`config.mk`:
```
export PLATFORM = sky130hd
export DESIGN_NAME = bm_dag3_result_fifo
export DESIGN_NICKNAME = d
export VERILOG_FILES = /design/src/rtl/bm_dag3_result_fifo_pkg.sv /design/src/rtl/bm_dag3_fifo_mem.sv /design/src/rtl/bm_dag3_result_fifo.sv
export SDC_FILE = /design/constraint.sdc
export NUM_CORES = 1
export LEC_CHECK = 0
export BUFFER_PORTS_ARGS = -buffer_cell sky130_fd_sc_hd__buf_2
export CORE_MARGIN = 4
export CORE_UTILIZATION = 52
export CTS_CLUSTER_DIAMETER = 30
export DETAILED_ROUTE_END_ITERATION = 6
export GPL_ROUTABILITY_DRIVEN = 0
export GPL_TIMING_DRIVEN = 0
export HOLD_SLACK_MARGIN = 0.05
export PLACE_DENSITY = 0.8
export SLEW_MARGIN = 20
export SYNTH_ARGS = -nofsm -noshare
export SYNTH_HDL_FRONTEND = slang
export SYNTH_SLANG_ARGS = --single-unit
export TNS_END_PERCENT = 5
```
`constraint.sdc`:
```
create_clock -name clock -period 2.5 [get_ports clock]
set_input_delay 0.25 -clock clock [delete_from_list [all_inputs] [get_ports clock]]
set_output_delay 0.25 -clock clock [all_outputs]
set_load 0.01 [all_outputs]
```
`src/rtl/bm_dag3_result_fifo_pkg.sv`:
```
// Shared constants for the bm_dag3 result capture path.
// Holds the operand width, stored word width and default FIFO depth.
package bm_dag3_result_fifo_pkg;

    localparam int DAG_BITS   = 2;
    localparam int DAG_WORD   = DAG_BITS + 1;
    localparam int FIFO_DEPTH = 4;

    typedef logic [DAG_WORD-1:0] dag_word_t;

endpackage

```
`src/rtl/bm_dag3_fifo_mem.sv`:
```
// FIFO storage: DEPTH x W, one synchronous write port, one async read port.
// Ports: clock, we/waddr/wdata (write), raddr/rdata (read). No reset.
module bm_dag3_fifo_mem #(
    parameter int W     = 3,
    parameter int DEPTH = 4,
    parameter int AW    = $clog2(DEPTH)
) (
    input  logic          clock,
    input  logic          we,
    input  logic [AW-1:0] waddr,
    input  logic [W-1:0]  wdata,
    input  logic [AW-1:0] raddr,
    output logic [W-1:0]  rdata
);

    logic [W-1:0] mem [DEPTH];

    always_ff @(posedge clock) begin
        if (we) begin
            mem[waddr] <= wdata;
        end
    end

    assign rdata = mem[raddr];

endmodule

```
`src/rtl/bm_dag3_result_fifo.sv`:
```
// Result capture FIFO for the bm_dag3 DAG with valid/ready drain and
// optional running signature (macro BM_DAG3_RESULT_SIG_EN).
// Ports: clock, reset (async, active-high); in_valid/in_data0/in_data1/
// in_ready push side; out_valid/out_data/out_ready pop side; count,
// overflow (sticky), sig (0 when the signature is compiled out).
module bm_dag3_result_fifo
    import bm_dag3_result_fifo_pkg::*;
#(
    parameter int BITS  = DAG_BITS,
    parameter int DEPTH = FIFO_DEPTH
) (
    input  logic                     clock,
    input  logic                     reset,
    input  logic                     in_valid,
    input  logic [BITS-1:0]          in_data0,
    input  logic                     in_data1,
    output logic                     in_ready,
    output logic                     out_valid,
    output logic [BITS:0]            out_data,
    input  logic                     out_ready,
    output logic [$clog2(DEPTH):0]   count,
    output logic                     overflow,
    output logic [BITS:0]            sig
);

    localparam int W  = BITS + 1;
    localparam int AW = $clog2(DEPTH);
    localparam int CW = AW + 1;

    logic [AW-1:0] wr_ptr_q, wr_ptr_d;
    logic [AW-1:0] rd_ptr_q, rd_ptr_d;
    logic [CW-1:0] count_q, count_d;
    logic          ovf_q, ovf_d;
    logic [W-1:0]  rdata;
    logic          push, pop;

    // Flags decode only registered occupancy, so in_ready never
    // depends combinationally on out_ready.
    assign in_ready  = (count_q != CW'(DEPTH));
    assign out_valid = (count_q != '0);
    assign push      = in_valid && in_ready;
    assign pop       = out_valid && out_ready;
    assign count     = count_q;
    assign overflow  = ovf_q;

    // Storage is unreset; mask the head so out_data reads 0 when empty.
    assign out_data = out_valid ? rdata : '0;

    bm_dag3_fifo_mem #(
        .W     (W),
        .DEPTH (DEPTH),
        .AW    (AW)
    ) u_mem (
        .clock (clock),
        .we    (push),
        .waddr (wr_ptr_q),
        .wdata ({in_data1, in_data0}),
        .raddr (rd_ptr_q),
        .rdata (rdata)
    );

    always_comb begin
        wr_ptr_d = wr_ptr_q;
        rd_ptr_d = rd_ptr_q;
        count_d  = count_q;
        ovf_d    = ovf_q;
        if (push) begin
            wr_ptr_d = wr_ptr_q + AW'(1);
        end
        if (pop) begin
            rd_ptr_d = rd_ptr_q + AW'(1);
        end
        case ({push, pop})
            2'b10:   count_d = count_q + CW'(1);
            2'b01:   count_d = count_q - CW'(1);
            default: count_d = count_q;
        endcase
        if (in_valid && !in_ready) begin
            ovf_d = 1'b1;
        end
    end

    always_ff @(posedge clock or posedge reset) begin
        if (reset) begin
            wr_ptr_q <= '0;
            rd_ptr_q <= '0;
            count_q  <= '0;
            ovf_q    <= 1'b0;
        end else begin
            wr_ptr_q <= wr_ptr_d;
            rd_ptr_q <= rd_ptr_d;
            count_q  <= count_d;
            ovf_q    <= ovf_d;
        end
    end

`ifdef BM_DAG3_RESULT_SIG_EN
    logic [W-1:0] sig_q, sig_d;

    // Rotate left by one, then fold in the word being drained.
    always_comb begin
        sig_d = sig_q;
        if (pop) begin
            sig_d = {sig_q[BITS-1:0], sig_q[BITS]} ^ out_data;
        end
    end

    always_ff @(posedge clock or posedge reset) begin
        if (reset) begin
            sig_q <= '0;
        end else begin
            sig_q <= sig_d;
        end
    end

    assign sig = sig_q;
`else
    assign sig = '0;
`endif

endmodule

```
==> metrics.cfg <==
[status]
outcome = finished, final reports clean

[global_route]
gr-usage-all-layers_pct = 12.52
grt_pass1_vias = 496
grt_overflow = 0
grt_pass1_wl_um = 2201
grt_max_degree = 12
antenna_found_initial = 0

[power]
power_leakage_nw = 0.4813
ir_worst_vdd_v = 0.0006083
p_total_mw = 1.213
powerDensity_mw_per_mm2 = 1102

[timing]
fin_skew_ns = 0.004531
finalSetupTns_ns = 0
timing.final.ws_setup_ns = 0.4283
finalHoldViolCount = 0
fmax_mhz = 482.7
period_needed_ns = 2.072
setup_violations = 0
period_share_pct = 82.87
fin_hold_ws_ns = 0.1639
slew_violations = 0
rsz0062_at_grt = false

[synth]
seq_area_frac_synth_pct = 58.95
yosysUniqueCellTypes = 22
synth_edf_count = 12
synth_area_um2 = 950.9
avgSynthCellArea_um2 = 14.63
synth_area_leader_cell = edfxtp_1
ys.warnings.count = 0
synth_commonest_cells = edfxtp_1 (12), dfrtp_1 (8), inv_1 (8)
synth.top_cell.area_share_pct = 37.89
synthFlopType = edfxtp_1
synth_seq_cells = 20
synth.most_common_cell = edfxtp_1
ys_async_sr_fraction_pct = 40.00
netlist_top_cells_area = edfxtp_1 (38%), dfrtp_1 (21%), mux4_2 (7.1%), ha_1 (6.6%), inv_1 (3.2%)
synthCells = 65

[floorplanning]
rows = 15
die_area_mm2 = 0.002577
die_height_um = 50.77
die_w_um = 50.77
initial_core_util_pct = 55.07
core_mm2 = 0.001727
num_io_pins = 19

[final_layout]
final_util_pct = 63.77
fin_nets = 101
fin_area_mm2 = 0.001101
instances_no_fill = 112
area_growth_pct = 15.79
register_area_um2 = 560.5
antenna_cells = 0
multiInputGateArea_um2 = 335.3
nFillCells = 150
drive_gt1_share_pct = 37.93

[setup_path]
crit_fanout = 7
cp_cell_sequence = nor3b_2 -> nor2b_2 -> inv_1 -> ha_1 -> inv_1 -> fa_1 -> xor2_1 -> nor2_1 -> xor2_1
critical_path_class = register to register
worstPathArrival_ns = 2.30
max_stage_delay_ns = 0.45
cpMaxStageDelayCell = dfrtp_1
r2r-start = count[0]
cp-startpoint = count[0]
endpoint_kind = register
cp-start-kind = register
cp.required_ns = 2.73

[placed_design]
dp.cells = 107
hpwl_um = 1134
place_ws_ns = 0.4265
placed_area_mm2 = 0.001065
portBuffers = 15

[clock_tree]
clk_path_buf_depth = 2
clk_pin_slew_worst_paths_ns = 0.10
ctsHoldBuffers = 1
cts_tree = done
clkLatencyLatePin_ns = 0.30
cts_resized = 0
clock-sinks = 20
clockRootBuffer = clkbuf_4
cts_max_level = 1
cts_setup_buffers = 0
numCtsBuffers = 3

[drt]
num_vias = 508
drtAntennaViolNets = 0
vias_per_cell = 4.536
drtIter0Drc = 8
drc = 0
dr.pass1.iters = 4
wl_per_cell_um = 12.59
drt-total-wl_um = 1410

[min_path]
hp-class = input pin to register
holdCritStartpoint = in_valid

[job]
cap_violations = 0

==> critical path, delay by kind of cell (launching register included) <==
kind                     cells  cell delay (ns)
flip-flops                   1             0.45
AND/OR/NAND/NOR              3             0.56
adder cells (fa/ha/maj)      2             0.55
buffers and inverters        2             0.14
XOR/XNOR                     2             0.30
==> power breakdown <==
part           internal [mW]  switching, mW  total, mW
Sequential             0.464         0.0689      0.533
Combinational          0.276          0.252      0.528
Clock                 0.0582         0.0936      0.152
==> state kept, by name, indices dropped and copies added (netlist names) <==
signal / count
overflow: 1
rd_ptr_q: 2
u_mem.mem: 12
count: 3
wr_ptr_q: 2
==> layer usage <==
layer / track usage, % / up-vias / part of all wire, %
met5: 0 / - / 0
li1: - / 252 / -
met4: 10.76 / 0 / 3.8
met3: 2.671 / 4 / 6.7
met1: 13.09 / 236 / 38
met2: 21.09 / 16 / 51
==> cells in the final DEF, fill, tap and decap left out, types with 3 or more instances in the layout <==
master / count
and2_1: 4
and2_2: 3
buf_2: 17
buf_4: 3
clkbuf_4: 3
conb_1: 3
dfrtp_1: 8
edfxtp_1: 12
ha_1: 5
inv_1: 8
mux4_2: 3
xnor2_1: 3
xor2_1: 3
==> path summary, 6_finish.rpt <==
path | to | slack (ns) | cells after the start
setup / recovery | count[2] | 0.43 | 9
hold / removal | overflow | 0.16 | 2
setup reg to reg | count[2] | 0.43 | 9
hold reg to reg | overflow | 0.47 | 1
max in group asynchronous | count[2] | 1.83 | 3
min in group asynchronous | wr_ptr_q[1] | 0.43 | 3
==> cell families after synthesis <==
kind of cell / after synthesis / share of synthesized area [%]
fa+ha+maj: 6 / 8.684
mux: 5 / 9.342
xor+xnor: 6 / 5.527
simple gates: 13 / 9.736
other cells: 1 / 0.3944
compound gates: 1 / 0.7898
buf+inv: 13 / 6.579
flops: 20 / 58.95
==> layout make-up <==
cell class | instances | share of cell area (%)
Sequential cell | 20 | 50.91
Inverter | 8 | 2.727
Clock buffer | 3 | 2.045
Buffer | 5 | 2.955
Clock inverter | 1 | 0.3409
Multi-Input combinational cell | 34 | 30.45
Timing Repair Buffer | 16 | 7.727
Tap cell | 25 | 2.841
(Power assumes the default switching activity.)
